==> src/rtl/jtsdram_pkg.sv <==
// Shared definitions for the SDRAM bank checker: pattern modes, FSM states, LFSR constants.
package jtsdram_pkg;

    typedef enum logic [1:0] {
        PAT_CONST = 2'd0,
        PAT_ADDR  = 2'd1,
        PAT_LFSR  = 2'd2,
        PAT_INV   = 2'd3
    } pat_mode_e;

    typedef enum logic [2:0] {
        ST_IDLE,
        ST_WREQ,
        ST_WWAIT,
        ST_RREQ,
        ST_RWAIT,
        ST_DONE
    } state_e;

    // Galois form of x^16+x^14+x^13+x^11+1, right-shifting
    localparam logic [15:0] LFSR_POLY    = 16'hB400;
    localparam logic [15:0] LFSR_SEED_NZ = 16'h0001;

    function automatic logic [15:0] lfsr_step(input logic [15:0] s);
        return s[0] ? ((s >> 1) ^ LFSR_POLY) : (s >> 1);
    endfunction

endpackage

==> src/rtl/jtsdram_pattern.sv <==
// Pattern generator: owns the LFSR state and produces the DW-wide word for the
// address/mode it is given. Output reflects the post-reseed/advance state.
module jtsdram_pattern
    import jtsdram_pkg::*;
#(
    parameter int AW = 22,
    parameter int DW = 32
) (
    input  logic          clk,
    input  logic          rst_n,
    input  logic          reseed,
    input  logic          advance,
    input  logic [1:0]    mode,
    input  logic [15:0]   seed,
    input  logic [AW-1:0] addr,
    output logic [DW-1:0] pattern
);

    localparam int unsigned LANES = DW / 16;

    logic [15:0] lfsr;
    logic [15:0] lfsr_nxt;

    always_comb begin
        lfsr_nxt = lfsr;
        if (reseed) begin
            lfsr_nxt = (seed == '0) ? LFSR_SEED_NZ : seed;
        end else if (advance) begin
            for (int unsigned i = 0; i < LANES; i++) begin
                lfsr_nxt = lfsr_step(lfsr_nxt);
            end
        end
    end

    always_ff @(posedge clk or negedge rst_n) begin
        if (!rst_n) begin
            lfsr <= LFSR_SEED_NZ;
        end else begin
            lfsr <= lfsr_nxt;
        end
    end

    // Pattern is derived from lfsr_nxt so the caller can register it alongside the new address
    always_comb begin
        logic [15:0] a16;
        logic [15:0] s;
        pattern = '0;
        a16     = 16'(addr);
        s       = lfsr_nxt;
        for (int unsigned i = 0; i < LANES; i++) begin
            s = lfsr_step(s);
            case (pat_mode_e'(mode))
                PAT_CONST: pattern[i*16 +: 16] = seed;
                PAT_ADDR:  pattern[i*16 +: 16] = a16 + 16'(i);
                PAT_INV:   pattern[i*16 +: 16] = ~(a16 + 16'(i));
                PAT_LFSR:  pattern[i*16 +: 16] = s;
                default:   pattern[i*16 +: 16] = '0;
            endcase
        end
    end

endmodule

==> src/rtl/jtsdram_bankchk.sv <==
// SDRAM bank checker: optional pattern fill of 0..addr_end, then read-back with
// mismatch counting and first-failing-address capture. All outputs registered.
module jtsdram_bankchk
    import jtsdram_pkg::*;
#(
    parameter int AW = 22,
    parameter int DW = 32,
    parameter int CW = 16
) (
    input  logic          clk,
    input  logic          rst_n,
    input  logic          start,
    input  logic          do_write,
    input  logic [1:0]    mode,
    input  logic [15:0]   seed,
    input  logic [AW-1:0] addr_end,
    output logic [AW-1:0] addr,
    output logic          rd,
    output logic          wr,
    output logic [DW-1:0] wr_data,
    input  logic          ack,
    input  logic          rdy,
    input  logic [DW-1:0] data_read,
    output logic          busy,
    output logic          done,
    output logic          bad,
    output logic [CW-1:0] err_cnt,
    output logic [AW-1:0] first_bad
);

    state_e        state, state_nxt;
    pat_mode_e     mode_q;
    logic [15:0]   seed_q;
    logic [AW-1:0] win_end;

    logic [AW-1:0] addr_nxt, first_bad_nxt;
    logic [CW-1:0] err_cnt_nxt;
    logic          bad_nxt;
    logic          reseed, advance;
    logic          wr_cmp, rd_cmp;
    logic [1:0]    mode_src;
    logic [15:0]   seed_src;
    logic [DW-1:0] pat;

    assign mode_src = start ? mode : mode_q;
    assign seed_src = start ? seed : seed_q;

    jtsdram_pattern #(
        .AW (AW),
        .DW (DW)
    ) u_pattern (
        .clk     (clk),
        .rst_n   (rst_n),
        .reseed  (reseed),
        .advance (advance),
        .mode    (mode_src),
        .seed    (seed_src),
        .addr    (addr_nxt),
        .pattern (pat)
    );

    // ack together with rdy completes the access without visiting the wait state
    assign wr_cmp = ((state == ST_WREQ) && ack && rdy) || ((state == ST_WWAIT) && rdy);
    assign rd_cmp = ((state == ST_RREQ) && ack && rdy) || ((state == ST_RWAIT) && rdy);

    always_comb begin
        state_nxt     = state;
        addr_nxt      = addr;
        bad_nxt       = bad;
        err_cnt_nxt   = err_cnt;
        first_bad_nxt = first_bad;
        reseed        = 1'b0;
        advance       = 1'b0;
        if (start) begin
            addr_nxt      = '0;
            bad_nxt       = 1'b0;
            err_cnt_nxt   = '0;
            first_bad_nxt = '0;
            reseed        = 1'b1;
            state_nxt     = do_write ? ST_WREQ : ST_RREQ;
        end else begin
            case (state)
                ST_WREQ: if (ack) state_nxt = ST_WWAIT;
                ST_RREQ: if (ack) state_nxt = ST_RWAIT;
                default: ;
            endcase
            if (wr_cmp) begin
                if (addr == win_end) begin
                    addr_nxt  = '0;
                    reseed    = 1'b1;
                    state_nxt = ST_RREQ;
                end else begin
                    addr_nxt  = addr + AW'(1);
                    advance   = 1'b1;
                    state_nxt = ST_WREQ;
                end
            end
            if (rd_cmp) begin
                // wr_data still holds the expected word for the current address
                if (data_read != wr_data) begin
                    bad_nxt = 1'b1;
                    if (err_cnt != '1) err_cnt_nxt = err_cnt + CW'(1);
                    if (!bad) first_bad_nxt = addr;
                end
                if (addr == win_end) begin
                    state_nxt = ST_DONE;
                end else begin
                    addr_nxt  = addr + AW'(1);
                    advance   = 1'b1;
                    state_nxt = ST_RREQ;
                end
            end
        end
    end

    always_ff @(posedge clk or negedge rst_n) begin
        if (!rst_n) begin
            state     <= ST_IDLE;
            mode_q    <= PAT_CONST;
            seed_q    <= '0;
            win_end   <= '0;
            addr      <= '0;
            rd        <= 1'b0;
            wr        <= 1'b0;
            wr_data   <= '0;
            busy      <= 1'b0;
            done      <= 1'b0;
            bad       <= 1'b0;
            err_cnt   <= '0;
            first_bad <= '0;
        end else begin
            if (start) begin
                mode_q  <= pat_mode_e'(mode);
                seed_q  <= seed;
                win_end <= addr_end;
            end
            state     <= state_nxt;
            addr      <= addr_nxt;
            rd        <= (state_nxt == ST_RREQ);
            wr        <= (state_nxt == ST_WREQ);
            wr_data   <= pat;
            busy      <= (state_nxt != ST_IDLE) && (state_nxt != ST_DONE);
            done      <= (state_nxt == ST_DONE);
            bad       <= bad_nxt;
            err_cnt   <= err_cnt_nxt;
            first_bad <= first_bad_nxt;
        end
    end

endmodule

==> config.mk <==
export PLATFORM = sky130hd
export DESIGN_NAME = jtsdram_bankchk
export DESIGN_NICKNAME = d
export VERILOG_FILES = /design/src/rtl/jtsdram_pkg.sv /design/src/rtl/jtsdram_pattern.sv /design/src/rtl/jtsdram_bankchk.sv
export SDC_FILE = /design/constraint.sdc
export NUM_CORES = 1
export LEC_CHECK = 0
export CAP_MARGIN = 20
export CORE_MARGIN = 2
export CORE_UTILIZATION = 52
export CTS_CLUSTER_DIAMETER = 200
export DETAILED_ROUTE_END_ITERATION = 8
export PLACE_DENSITY = 0.81
export SETUP_SLACK_MARGIN = 0.1
export SLEW_MARGIN = 10
export SYNTH_ARGS = -nofsm -noshare
export SYNTH_HDL_FRONTEND = slang
export SYNTH_SLANG_ARGS = --single-unit
==> constraint.sdc <==
create_clock -name clk -period 3.9 [get_ports clk]
set_input_delay 0.78 -clock clk [delete_from_list [all_inputs] [get_ports clk]]
set_output_delay 0.78 -clock clk [all_outputs]
set_load 0.02 [all_outputs]
Word level (Yosys, flattened, before mapping):

Index checks and enable logic that the tools add are counted.

* register bits: 156
* bits of input ports: 78

* add/sub/neg operators: 3
* equal/unequal tests: 15
* muxes and demuxes: 44
* bitwise logic cells: 6
* reductions and logical operators: 18

Operators with widths (number)
* $mux W22: 9
* $mux W16: 12
* $pmux W16 S4: 2
* $add A16 B1 Y16 const B: 2
* $ne A32 B32 Y1: 1
* $not A16 Y16: 2
* $add A22 B1 Y22 const B: 1
* $eq A22 B22 Y1: 1
* $mux W3: 6
* $logic_not A16 Y1: 1
* $ne A16 B16 Y1 const B: 1
* $not A3 Y4: 4
* $mux W1: 11
* $eq A3 B2 Y1 const B: 3
* $logic_and A1 B1 Y1: 7
* $eq A3 B1 Y1 const B: 2
* $eq A3 B3 Y1 const B: 2
* $mux W2: 3
* $pmux W3 S2: 1
* $reduce_and A3 Y1: 2
* $reduce_bool A2 Y1: 3
* $eq A2 B2 Y1 const B: 2
* $ne A3 B3 Y1 const B: 1
* $reduce_bool A3 Y1: 1
* 5 further kinds: 6

Depth between registers and ports, before layout:

Gate-level depths: netlist of run 1.

* depth in word-level cells: 15
* gate-level depth with buffers: 14
* mapped depth without buffers: 12

Cells and area by module:

From an unflattened synthesis of run 1, not the netlist that was laid out.

* cells, all modules: 837
* area total of the unflattened synthesis: 8526.9 µm²

By module, submodules not included
* jtsdram_bankchk: times used 1, cells each 534, area an instance 6383.6 µm²
* jtsdram_pattern: times used 1, cells each 303, area an instance 2143.3 µm²

Worst setup path after synthesis of run 1:

Ideal clock, no wire load.

* path kind: input-to-reg
* start: input port rdy
* end: register wr_data[28]
* data arrival time: 3244 ps
* slack: 569 ps
* stages: 13
* buffers on the path: 2
* path through: buf_2 nand2b_1 a2bb2oi_1 a31o_2 buf_2 a32oi_1 nor2_1 ha_1 o21ai_0 nor3_1 nand4_1 xor2_1 a22oi_1

RTL lines
* start, declared: line jtsdram_bankchk.sv:22 `input logic rdy,`
* $logic_and A1 B1 Y1: line jtsdram_bankchk.sv:63 `assign wr_cmp = ((state == ST_WREQ) && ack && rdy) || ((state == ST_WWAIT) && rdy);`
* $logic_or A1 B1 Y1: line jtsdram_bankchk.sv:63
* $mux W22: line jtsdram_bankchk.sv:87 `if (wr_cmp) begin`
* $mux W22: line jtsdram_bankchk.sv:105 `if (addr == win_end) begin`
* $mux W22 *: line jtsdram_bankchk.sv:98 `if (rd_cmp) begin`
* $mux W22 *: line jtsdram_bankchk.sv:74 `if (start) begin`
* via addr_nxt[1]: line jtsdram_bankchk.sv:36 `logic [AW-1:0] addr_nxt, first_bad_nxt;`
* $add A16 B1 Y16 *: line jtsdram_pattern.sv:54, jtsdram_pattern.sv:55
* $not A16 Y16: line jtsdram_pattern.sv:55 `PAT_INV: pattern[i*16 +: 16] = ~(a16 + 16'(i));`
* $pmux W16 S4 *: line jtsdram_pattern.sv:52 `case (pat_mode_e'(mode))`
* via pat[28]: line jtsdram_bankchk.sv:43 `logic [DW-1:0] pat;`
* end signal, assigned: line jtsdram_bankchk.sv:141 `wr_data <= pat;`
* end, declared: line jtsdram_bankchk.sv:20 `output logic [DW-1:0] wr_data,`

The timed path passes the listed nets; every way through them passes the cells marked *.
A chain may end at the register's enable or synchronous reset.

Worst setup path in the final report of run 1:

* start: register addr[0]
* end: register wr_data[22]

RTL lines
* start, declared: line jtsdram_bankchk.sv:17 `output logic [AW-1:0] addr,`
* start signal, assigned: line jtsdram_bankchk.sv:138 `addr <= addr_nxt;`
* $add A22 B1 Y22 / $eq A22 B22 Y1 (equally long branches)
* $mux W22: line jtsdram_bankchk.sv:88 `if (addr == win_end) begin`
* $mux W22: line jtsdram_bankchk.sv:87
* $mux W22: line jtsdram_bankchk.sv:105
* $mux W22 *: line jtsdram_bankchk.sv:98
* $mux W22 *: line jtsdram_bankchk.sv:74
* via addr_nxt[1]: line jtsdram_bankchk.sv:36
* $add A16 B1 Y16 *: line jtsdram_pattern.sv:54, jtsdram_pattern.sv:55
* $not A16 Y16: line jtsdram_pattern.sv:55
* $pmux W16 S4 *: line jtsdram_pattern.sv:52
* via pat[22]: line jtsdram_bankchk.sv:43

Marked as above.

==> results of run 1 <==
-- kinds of logic (layout without fill, tap and decap cells) --
kind of cell               Yosys count  in the layout
AOI/OAI and AO/OA                  180            180
adders and majority gates            3              3
buffers and inverters               87            275
DFF                                156            156
and+or+nand+nor                    311            311
xor gates and xnor gates           109            109
muxes                               54             54
-- power groups by stage --
stage	Combinational, mW	Sequential [mW]	Clock (mW)
after floorplan	0.492	1.97	0
after global placement	0.987	1.91	0
after detailed placement	0.997	1.92	0
after CTS	1.01	1.89	1.86
after global routing	1.09	1.90	1.93
final	1.01	1.89	1.84
-- cell usage after synthesis (all sizes together) (3+ instances only) --
master,number,area share [%]
a221oi,5,0.58
a22o,4,0.41
o211ai,9,0.90
and4,4,0.41
xnor2,81,8.4
ha,3,0.44
clkbuf,28,1.2
and3,5,0.36
nor2,80,3.5
a211oi,4,0.35
xor2,28,2.8
a21o,4,0.35
nor4,12,1.0
inv,21,0.91
nand2b,4,0.29
nand4,26,1.9
or3,3,0.22
nand3b,3,0.26
buf,36,2.5
o22ai,7,0.51
nor3b,4,0.48
or4,5,0.48
o21ai,47,2.7
and2,8,0.58
mux2i,20,2.3
a31oi,12,0.87
nand4b,4,0.58
or2,3,0.22
a21oi,47,2.8
mux2,34,4.4
nand2,103,4.5
o31ai,6,0.52
nand3,19,1.1
a22oi,7,0.67
dfrtp,155,45
a31o,4,0.41
nor3,23,1.6
-- state kept, by name (all words and copies together), names as in the netlist, 2 cells and up --
signal          count
err_cnt            16
mode_q              2
state               3
wr_data            32
u_pattern.lfsr     16
seed_q             16
first_bad          22
win_end            22
addr               22
-- per-stage QoR --
stage | util, % | power (mW) | setup WS, ns | hold slack [ns] | instance area [um^2]
finish | 69.4 | 4.74 | 0.436 | 0.364 | 11400
global route | 69.4 | 4.92 | 0.249 | 0.421 | 11400
CTS | 69.4 | 4.75 | 0.529 | 0.395 | 11400
detailed placement | 65.5 | 2.91 | 0.216 | 0.469 | 10700
global placement | 65.5 | 2.90 | 0.282 | 0.461 | 10700
floorplan | - | 2.46 | 0.569 | 0.484 | 8630
-- routing by layer --
metal / track usage, % / vias up
met5: 0 / -
met1: 42.7 / 3713
met2: 45.0 / 424
li1: - / 3522
met3: 6.59 / 39
met4: 8.72 / 0
-- final timing paths --
kind | startpoint | endpoint | slack [ns] | cells past startpoint
worst max register to register | addr[0]$_DFF_PN0_ | wr_data[22]$_DFF_PN0_ | 0.44 | 13
worst max-delay path | addr[0]$_DFF_PN0_ | wr_data[22]$_DFF_PN0_ | 0.44 | 13
worst min-delay path | rst_n | err_cnt[9]$_DFFE_PN0P_ | 0.36 | 1
max in group asynchronous | rst_n | u_pattern.lfsr[8]$_DFF_PN0_ | 2.70 | 2
worst min register to register | first_bad[6]$_DFFE_PN0P_ | first_bad[6]$_DFFE_PN0P_ | 0.48 | 2
min in group clk | first_bad[6]$_DFFE_PN0P_ | first_bad[6]$_DFFE_PN0P_ | 0.48 | 2
-- layout make-up --
cell class	count	area [um^2]
Clock buffer	19	443
Clock inverter	9	195
Fill cell	1239	5020
Inverter	23	86.3
Multi-Input combinational cell	657	4340
Sequential cell	156	3910
Tap cell	220	275
Timing Repair Buffer	224	2140
==> impl_metrics.py, run 1 <==
metrics = {
    "timing": {
        "max_freq_ghz": 0.289,
        "setup_viol": 0,
        "drv_slew": 0,
        "rsz0062_at_grt": "false",
        "skew_ns": 0.00962,
        "fin_crit_ns": 3.46,
        "worst_pin_slew_ns": 0.810,
        "finalSetupTns_ns": 0,
        "hold_viol": 0,
        "period_share_pct": 88.8,
        "timing.slew.headroom_pct": 45.5,
    },
    "floorplan": {
        "initial_utilization_pct": 52.6,
        "fp.coreArea_um2": 16400,
        "die_x_um": 133,
        "die_h_um": 133,
        "io_pins": 175,
        "rows": 47,
        "dieArea_um2": 17600,
    },
    "place": {
        "io_buffers": 174,
        "dp_hpwl_mm": 18.8,
        "dp.cells": 1280,
        "place_congestion": 0.955,
    },
    "clocking": {
        "htreeDepth": 4,
        "cts.clk_slew.worst_paths_ns": 0.06,
        "holdBufCountCts": 0,
        "cts_root_buffer": "clkbuf_16",
        "cts_buffer_depth": 2,
        "cts_tree": "yes",
        "post_cts_resized": 0,
        "cts_num_sinks": 156,
        "post_cts_buffers": 0,
        "cts_made_buffers": 17,
        "worstSkewPairLatency_ns": 0.43,
    },
    "run": {
        "cap_violations": 0,
    },
    "synth": {
        "synth_ff_type": "dfrtp_1",
        "synth_seq_area_share_pct": 45.3,
        "yosys.area_share.simple_pct": 18.0,
        "syn_nets": 981,
        "ys_ff_latch": 156,
        "async_flop_share_pct": 100,
        "synth_top_family_by_area": "simple AND/OR/NAND/NOR gates",
        "avgSynthCellArea_um2": 9.59,
        "synthMuxAreaShare_pct": 6.76,
        "synth_edf_count": 0,
        "yosys.cell_types.count": 76,
        "synth_area_um2": 8630,
        "syn_inst": 900,
        "yosysWarnings": 0,
        "synth-compound-area-share_pct": 13.6,
        "synth_xor_area_share_pct": 11.2,
        "synthAdderAreaFrac_pct": 0.435,
    },
    "hold_path": {
        "min_path_type": "input pin to asynchronous set/reset pin",
    },
    "final_layout": {
        "drive_above_1_share_pct": 13.1,
        "n_antenna_cell": 0,
        "layout.nets": 1160,
        "final_cells": 1308,
        "final_cell_mix": "172 x clkdlybuf4s50_1, 155 x dfrtp_1, 102 x nand2_1",
        "synthToLayoutAreaGrowth_pct": 31.9,
        "layout_commonest_cell": "clkdlybuf4s50_1",
    },
    "route": {
        "wl_mm": 25.4,
        "wl_met3_mm": 2.51,
        "met1_length_mm": 10.7,
        "viasPerCell": 5.89,
        "top_layer_used": "met4",
        "vias": 7698,
        "drc": 0,
        "dr_wl_met2_mm": 11.7,
        "final_antenna_net_count": 0,
        "wire_per_inst_um": 19.4,
        "drtPass1Iterations": 5,
        "drt_iter0_drc": 925,
    },
    "worst_setup_path": {
        "crit_chain": "xnor2_1 > nand4_1 > nor4_4 > nand2_1 > a32oi_1 > nor2_1 > ha_1 > o21ai_0 > nor3_1 > buf_4 > and3_1 > o21ai_0 > o31ai_1",
        "worstPathMaxFanout": 9,
        "start_kind": "flip-flop",
        "cpMostUsedCell": "o21ai_0",
        "cp_num_buf_inv": 1,
        "cp_slowest_cell": "nor4_4",
        "cp_top_family": "simple AND/OR/NAND/NOR gates",
        "cp.required_ns": 4.16,
        "max_stage_delay_ns": 0.60,
        "path_class": "flip-flop to flip-flop",
        "end_kind": "flip-flop",
        "critPathArrivalTime_ns": 3.72,
    },
    "global_routing": {
        "track_usage_pct": 29.6,
        "grt_pass1_wl_mm": 40.8,
        "grt_max_degree": 73,
        "antenna_found_initial": 1,
        "grt_pass1_vias": 7451,
        "grt_overflow_total": 0,
    },
    "status": {
        "run_status": "complete, no violations",
    },
    "pwr": {
        "irDropWorstVdd_v": 0.000324,
        "p_switching_mw": 1.31,
        "p_leak_nw": 4.64,
        "pwr-share-clk_pct": 38.8,
        "power_density_nw_per_um2": 417,
        "p_seq_share_pct": 39.8,
        "switching_share_pct": 27.7,
        "combPwrFrac_pct": 21.4,
        "p_int_mw": 3.43,
    },
}
Power figures use the tool's default switching activity.
==> run 2, diff against run 1 <==
Settings changed: SLEW_MARGIN 10 to 20.
==> results of run 2 <==
The final DEF is identical to that of run 1; final timing and power are the same.
